**src/rtl/pipeline_hazard_unit_pkg.sv**
```systemverilog
// Shared definitions for the ID-stage hazard unit: branch codes, pending-load entry, source matcher.
package pipeline_hazard_unit_pkg;

  localparam logic [1:0] BR_NONE = 2'b00;
  localparam logic [1:0] BR_EQ   = 2'b01;
  localparam logic [1:0] BR_NE   = 2'b10;
  localparam logic [1:0] BR_JMP  = 2'b11;

  // Widest register address the pending entry can hold; narrower addresses are zero-extended.
  localparam int PEND_ADDR_W = 8;

  typedef struct packed {
    logic                   valid;
    logic [PEND_ADDR_W-1:0] addr;
  } pend_t;

  function automatic logic src_match(
    input logic [PEND_ADDR_W-1:0] addr,
    input logic [PEND_ADDR_W-1:0] rs,
    input logic [PEND_ADDR_W-1:0] rt,
    input logic                   uses_rs,
    input logic                   uses_rt
  );
    return (addr != '0) && ((uses_rs && (addr == rs)) || (uses_rt && (addr == rt)));
  endfunction

endpackage

```
**src/rtl/hazard_sat_counter.sv**
```systemverilog
// Saturating event counter with synchronous clear taking priority over increment.
module hazard_sat_counter #(
  parameter int CNT_W = 16
) (
  input  logic             clk,
  input  logic             rst,
  input  logic             inc,
  input  logic             clr,
  output logic [CNT_W-1:0] count
);

  logic [CNT_W-1:0] count_q;
  logic [CNT_W-1:0] count_d;

  always_comb begin
    count_d = count_q;
    if (clr) begin
      count_d = '0;
    end else if (inc && (count_q != '1)) begin
      count_d = count_q + {{(CNT_W-1){1'b0}}, 1'b1};
    end
  end

  always_ff @(posedge clk or posedge rst) begin
    if (rst) begin
      count_q <= '0;
    end else begin
      count_q <= count_d;
    end
  end

  assign count = count_q;

endmodule

```
**src/rtl/pipeline_hazard_unit.sv**
```systemverilog
// Load-use / branch-operand hazard detection and branch flush for the ID stage, with perf counters.
// Hazard outputs are combinational (zero latency); counters update on the following clock.
module pipeline_hazard_unit
  import pipeline_hazard_unit_pkg::*;
#(
  parameter int REG_ADDR_W = 5,
  parameter int LOAD_LAT   = 1,
  parameter int CNT_W      = 16
) (
  input  logic                  clk,
  input  logic                  rst,
  input  logic [REG_ADDR_W-1:0] IF_ID_rs,
  input  logic [REG_ADDR_W-1:0] IF_ID_rt,
  input  logic                  IF_ID_uses_rs,
  input  logic                  IF_ID_uses_rt,
  input  logic [REG_ADDR_W-1:0] ID_EX_rd,
  input  logic                  ID_EX_mem_read,
  input  logic                  ID_EX_reg_write,
  input  logic [1:0]            branch,
  input  logic                  equal,
  input  logic                  cnt_clr,
  output logic                  pc_write,
  output logic                  IF_ID_write,
  output logic                  mux_hz_unit,
  output logic                  flush,
  output logic [CNT_W-1:0]      stall_cnt,
  output logic [CNT_W-1:0]      flush_cnt
);

  logic [PEND_ADDR_W-1:0] rd_x;
  logic [PEND_ADDR_W-1:0] rs_x;
  logic [PEND_ADDR_W-1:0] rt_x;
  logic                   ex_match;
  logic                   pipe_haz;
  logic                   load_haz;
  logic                   br_haz;
  logic                   stall_raw;
  logic                   taken;
  logic                   stall;

  assign rd_x = PEND_ADDR_W'(ID_EX_rd);
  assign rs_x = PEND_ADDR_W'(IF_ID_rs);
  assign rt_x = PEND_ADDR_W'(IF_ID_rt);

  assign ex_match = src_match(rd_x, rs_x, rt_x, IF_ID_uses_rs, IF_ID_uses_rt);

  // Loads keep shifting through the pipe during a stall because the injected bubble advances EX.
  generate
    if (LOAD_LAT > 1) begin : g_pipe
      localparam int DEPTH = LOAD_LAT - 1;
      pend_t            pend_q [DEPTH];
      pend_t            pend_d [DEPTH];
      logic [DEPTH-1:0] hit;

      always_comb begin
        pend_d[0] = '{valid: ID_EX_mem_read && (ID_EX_rd != '0), addr: rd_x};
        for (int k = 1; k < DEPTH; k++) begin
          pend_d[k] = pend_q[k-1];
        end
      end

      always_ff @(posedge clk or posedge rst) begin
        if (rst) begin
          for (int k = 0; k < DEPTH; k++) pend_q[k] <= '0;
        end else begin
          for (int k = 0; k < DEPTH; k++) pend_q[k] <= pend_d[k];
        end
      end

      for (genvar k = 0; k < DEPTH; k++) begin : g_hit
        assign hit[k] = pend_q[k].valid &&
                        src_match(pend_q[k].addr, rs_x, rt_x, IF_ID_uses_rs, IF_ID_uses_rt);
      end

      assign pipe_haz = |hit;
    end else begin : g_no_pipe
      assign pipe_haz = 1'b0;
    end
  endgenerate

  assign load_haz  = (ID_EX_mem_read && ex_match) || pipe_haz;
  assign br_haz    = ((branch == BR_EQ) || (branch == BR_NE)) && ID_EX_reg_write && ex_match;
  assign stall_raw = load_haz || br_haz;

  assign taken = ((branch == BR_EQ) &&  equal) ||
                 ((branch == BR_NE) && !equal) ||
                  (branch == BR_JMP);

  // Reset forces the "free-running" output state regardless of what the pipeline presents.
  assign stall       = stall_raw && !rst;
  assign flush       = taken && !stall_raw && !rst;
  assign pc_write    = !stall;
  assign IF_ID_write = !stall;
  assign mux_hz_unit = !stall;

  hazard_sat_counter #(.CNT_W(CNT_W)) u_stall_cnt (
    .clk   (clk),
    .rst   (rst),
    .inc   (stall),
    .clr   (cnt_clr),
    .count (stall_cnt)
  );

  hazard_sat_counter #(.CNT_W(CNT_W)) u_flush_cnt (
    .clk   (clk),
    .rst   (rst),
    .inc   (flush),
    .clr   (cnt_clr),
    .count (flush_cnt)
  );

endmodule

```
**config.mk**
```make
export PLATFORM = sky130hd
export DESIGN_NAME = pipeline_hazard_unit
export DESIGN_NICKNAME = d
export VERILOG_FILES = /design/src/rtl/pipeline_hazard_unit_pkg.sv /design/src/rtl/hazard_sat_counter.sv /design/src/rtl/pipeline_hazard_unit.sv
export SDC_FILE = /design/constraint.sdc
export NUM_CORES = 1
export LEC_CHECK = 0
export ABC_AREA = 1
export CELL_PAD_IN_SITES_DETAIL_PLACEMENT = 1
export CELL_PAD_IN_SITES_GLOBAL_PLACEMENT = 2
export CORE_MARGIN = 2
export CORE_UTILIZATION = 26
export CTS_CLUSTER_DIAMETER = 80
export DETAILED_ROUTE_END_ITERATION = 7
export HOLD_SLACK_MARGIN = 0.08
export PLACE_DENSITY_LB_ADDON = 0.25
export SLEW_MARGIN = 20
export SYNTH_ARGS = -nofsm -noshare
export SYNTH_HDL_FRONTEND = slang
export SYNTH_SLANG_ARGS = --single-unit
```
**constraint.sdc**
```tcl
create_clock -name clk -period 2 [get_ports clk]
set_input_delay 0.4 -clock clk [delete_from_list [all_inputs] [get_ports clk]]
set_output_delay 0.4 -clock clk [all_outputs]
set_load 0.1 [all_outputs]
```
==> run_results.csv <==
group,metric,value,unit
power,peakVddDrop,0.3017,mV
route,finalWirelength,7381,um
finish,final_common_cell,"nand2_1",
synth,netlist_area,0.002435,mm^2
timing,rsz0062_at_grt,"false",
setup_path,path_class,"in -> out",
clocking,clk_pin_slew,0.07,ns
floorplanning,start_util,26.60,%
clocking,cts_made_buffers,5,
synth,synth_top_family_by_area,"simple AND/OR/NAND/NOR gates",
setup_path,critPathArrivalTime,1.52,ns
clocking,ctsHoldBuffers,0,
clocking,cts.htree.levels,2,
clocking,root_buffer,"clkbuf_8",
synth,ys_seq_elements,32,
synth,synth_top_area_cell,"dfrtp_1",
timing,tightest_slew,0.4498,ns
setup_path,end_kind,"output pin",
placement,post_dp_cell_area,0.003393,mm^2
timing,fin_worst_skew,0.01322,ns
clocking,clockBufferDepth,2,
setup_path,crit_buf_inv,3,
placement,dp.final_hpwl,5684,um
clocking,clock_latency,0.29,ns
floorplanning,fp.dieArea,0.01015,mm^2
finish,fin_area,0.003513,mm^2
synth,synth_fp_nets,399,
setup_path,critPathMaxStageDelay,0.24,ns
route,avgRoutedWirePerCell,13.37,um
floorplanning,die_w,100.8,um
worst_hold_path,hold_path.class,"reg -> reg",
timing,min_period,1.916,ns
route,postRouteAntennaNets,0,
grt,track_usage,15.75,%
synth,synth-adder-area-share,1.028,%
timing,setup_slack,0.08450,ns
finish,nets,467,
synth,ys_seq_area_share,32.89,%
synth,yosys.area_share.simple,48.00,%
setup_path,crit_fanout,3,
synth,syn_avg_cell_area,6.545,um^2
route,drtPass1Iterations,4,
outcome,status,"finished, final reports clean",
setup_path,cp-start-kind,"primary input",
synth,synthTopCellsByArea,"dfrtp_1 (33%), nand2_1 (19%), nand3_1 (10%)",
synth,synth-compound-area-share,0.7708,%
floorplanning,io_pins,61,
finish,final_cells,552,
setup_path,cp_cell_sequence,"clkdlybuf4s15_1 -> or2_1 -> nand3_2 -> a21oi_4 -> nand2_4 -> inv_6 -> nor3_4 -> buf_12",
synth,yosys_warnings,0,
route,drc,0,
synth,synth_top_area_share,32.89,%
clocking,cts_num_sinks,32,
setup_path,crit_slowest_cell,"or2_1",
placement,port_buffers,60,
finish,fillers,1143,
finish,final_cell_mix,"nand2_1 (119), nor2_1 (60), nand3_1 (47)",
power,p_leak,1.662,nW
run,drv_cap,0,
floorplanning,fp-row-count,35,
finish,drive_above_1_share,27.66,%
timing,finalCritPeriodShare,95.78,%
power,power_density,502.1,mW/mm^2
route,avgViaCountPerCell,4.565,
timing,slew_headroom,70.01,%
route,dr_total_vias,2520,
placement,place_inst,543,
finish,area_growth,44.30,%
route,drtIter0Drc,49,
placement,place_ws,-0.2419,ns
finish,diodes,0,
grt,grt_pass1_vias,2661,
clocking,cts_tree,"yes",
grt,grt_max_degree,33,
timing,finalMaxSlewViolations,0,
synth,synthMuxAreaShare,0.4111,%
floorplanning,coreArea,0.009153,mm^2
timing,hold_viol,0,
synth,synth_xor_area_share,8.273,%
synth,syn-instance-count,372,
floorplanning,die_y,100.8,um
power,power,1.764,mW
grt,antenna_found_initial,0,
setup_path,path_delay_family,"simple AND/OR/NAND/NOR gates",
setup_path,r2r_slack,0.31,ns
synth,synth_cell_types,28,
grt,grt_overflow,0,
timing,fmax,522.1,MHz
timing,setup_violations,0,
placement,gp_congestion,0.7774,
grt,grt_pass1_wl,12740,um
setup_path,required,1.60,ns
-- tightest hold or removal path, cell delays in order (launching register included) --
cell and delay, ns:
dfrtp_2 0.38, nand3_1 0.08, nand2_1 0.06
-- final cells by class --
cell class                      instances  area [um^2]  share of cell area [%]
Multi-Input combinational cell        293         1496                   42.59
Sequential cell                        32        830.8                   23.65
Timing Repair Buffer                   74        803.3                   22.86
Tap cell                              111        138.9                   3.953
Inverter                               34        136.4                   3.882
Clock buffer                            6        72.57                   2.066
Clock inverter                          2        35.03                  0.9972
-- routing by layer --
layer / vias to the layer above / share of wire, % / global-route usage (%)
met5: - / 0 / 0
met4: 0 / 0.39 / 2.634
met3: 2 / 3.0 / 2.635
met2: 35 / 51 / 28.67
met1: 1184 / 46 / 19.71
li1: 1299 / - / -
-- state kept, by name, indices dropped and copies added (netlist names) --
signal / cells
u_stall_cnt.count: 16
u_flush_cnt.count: 16
-- timing repair --
| item | in CTS | in global routing |
|---|---|---|
| resized for setup | 22 | 38 |
| setup endpoints to repair | 4 | 4 |
| pin swaps | 12 | 18 |
| setup buffers | 1 | 0 |
-- logic make-up (layout without fill, tap and decap cells) --
logic type / count (synthesis) / after routing
adders and majority gates: 2 / 2
and+or+nand+nor: 264 / 264
buffers and inverters: 47 / 116
xor gates and xnor gates: 23 / 23
muxes: 1 / 1
DFF: 32 / 32
AOI/OAI and AO/OA: 3 / 3
-- synth_stat cells, drive strengths merged --
library cell    n
nand2         130
nor2           65
nand3          50
inv            33
dfrtp          32
xor2           20
nor3            9
clkbuf          7
buf             6
nand4           6
nor3b           3
xnor2           3
a21oi           2
ha              2
clkinv          1
mux2i           1
o21ai           1
or2             1
-- report_power, final --
part           internal [mW]  switching [mW]
registers              0.666          0.0270
logic                  0.137           0.298
clock network          0.370           0.265
total                   1.17           0.590
-- metrics by stage --
step                hold WS (ns)  setup TNS [ns]  util (%)
detailed placement        0.5286          -5.023     37.07
global route              0.5813               0     38.39
floorplan                 0.3732         -0.1274         -
CTS                       0.5468               0     38.20
global placement          0.5162          -3.836     37.07
finish                    0.5433               0     38.39
-- path summary, 6_finish.rpt --
path                                       start               endpoint  cells past startpoint
min in group asynchronous                    rst   u_stall_cnt.count[6]                      3
max                                    branch[0]                  flush                      8
max in group asynchronous                    rst   u_flush_cnt.count[0]                      3
min                        u_stall_cnt.count[15]  u_stall_cnt.count[15]                      2
max reg2reg                 u_flush_cnt.count[1]   u_flush_cnt.count[4]                      8
min reg2reg                u_stall_cnt.count[15]  u_stall_cnt.count[15]                      2
Note: power is estimated with default switching activity, not from simulation.
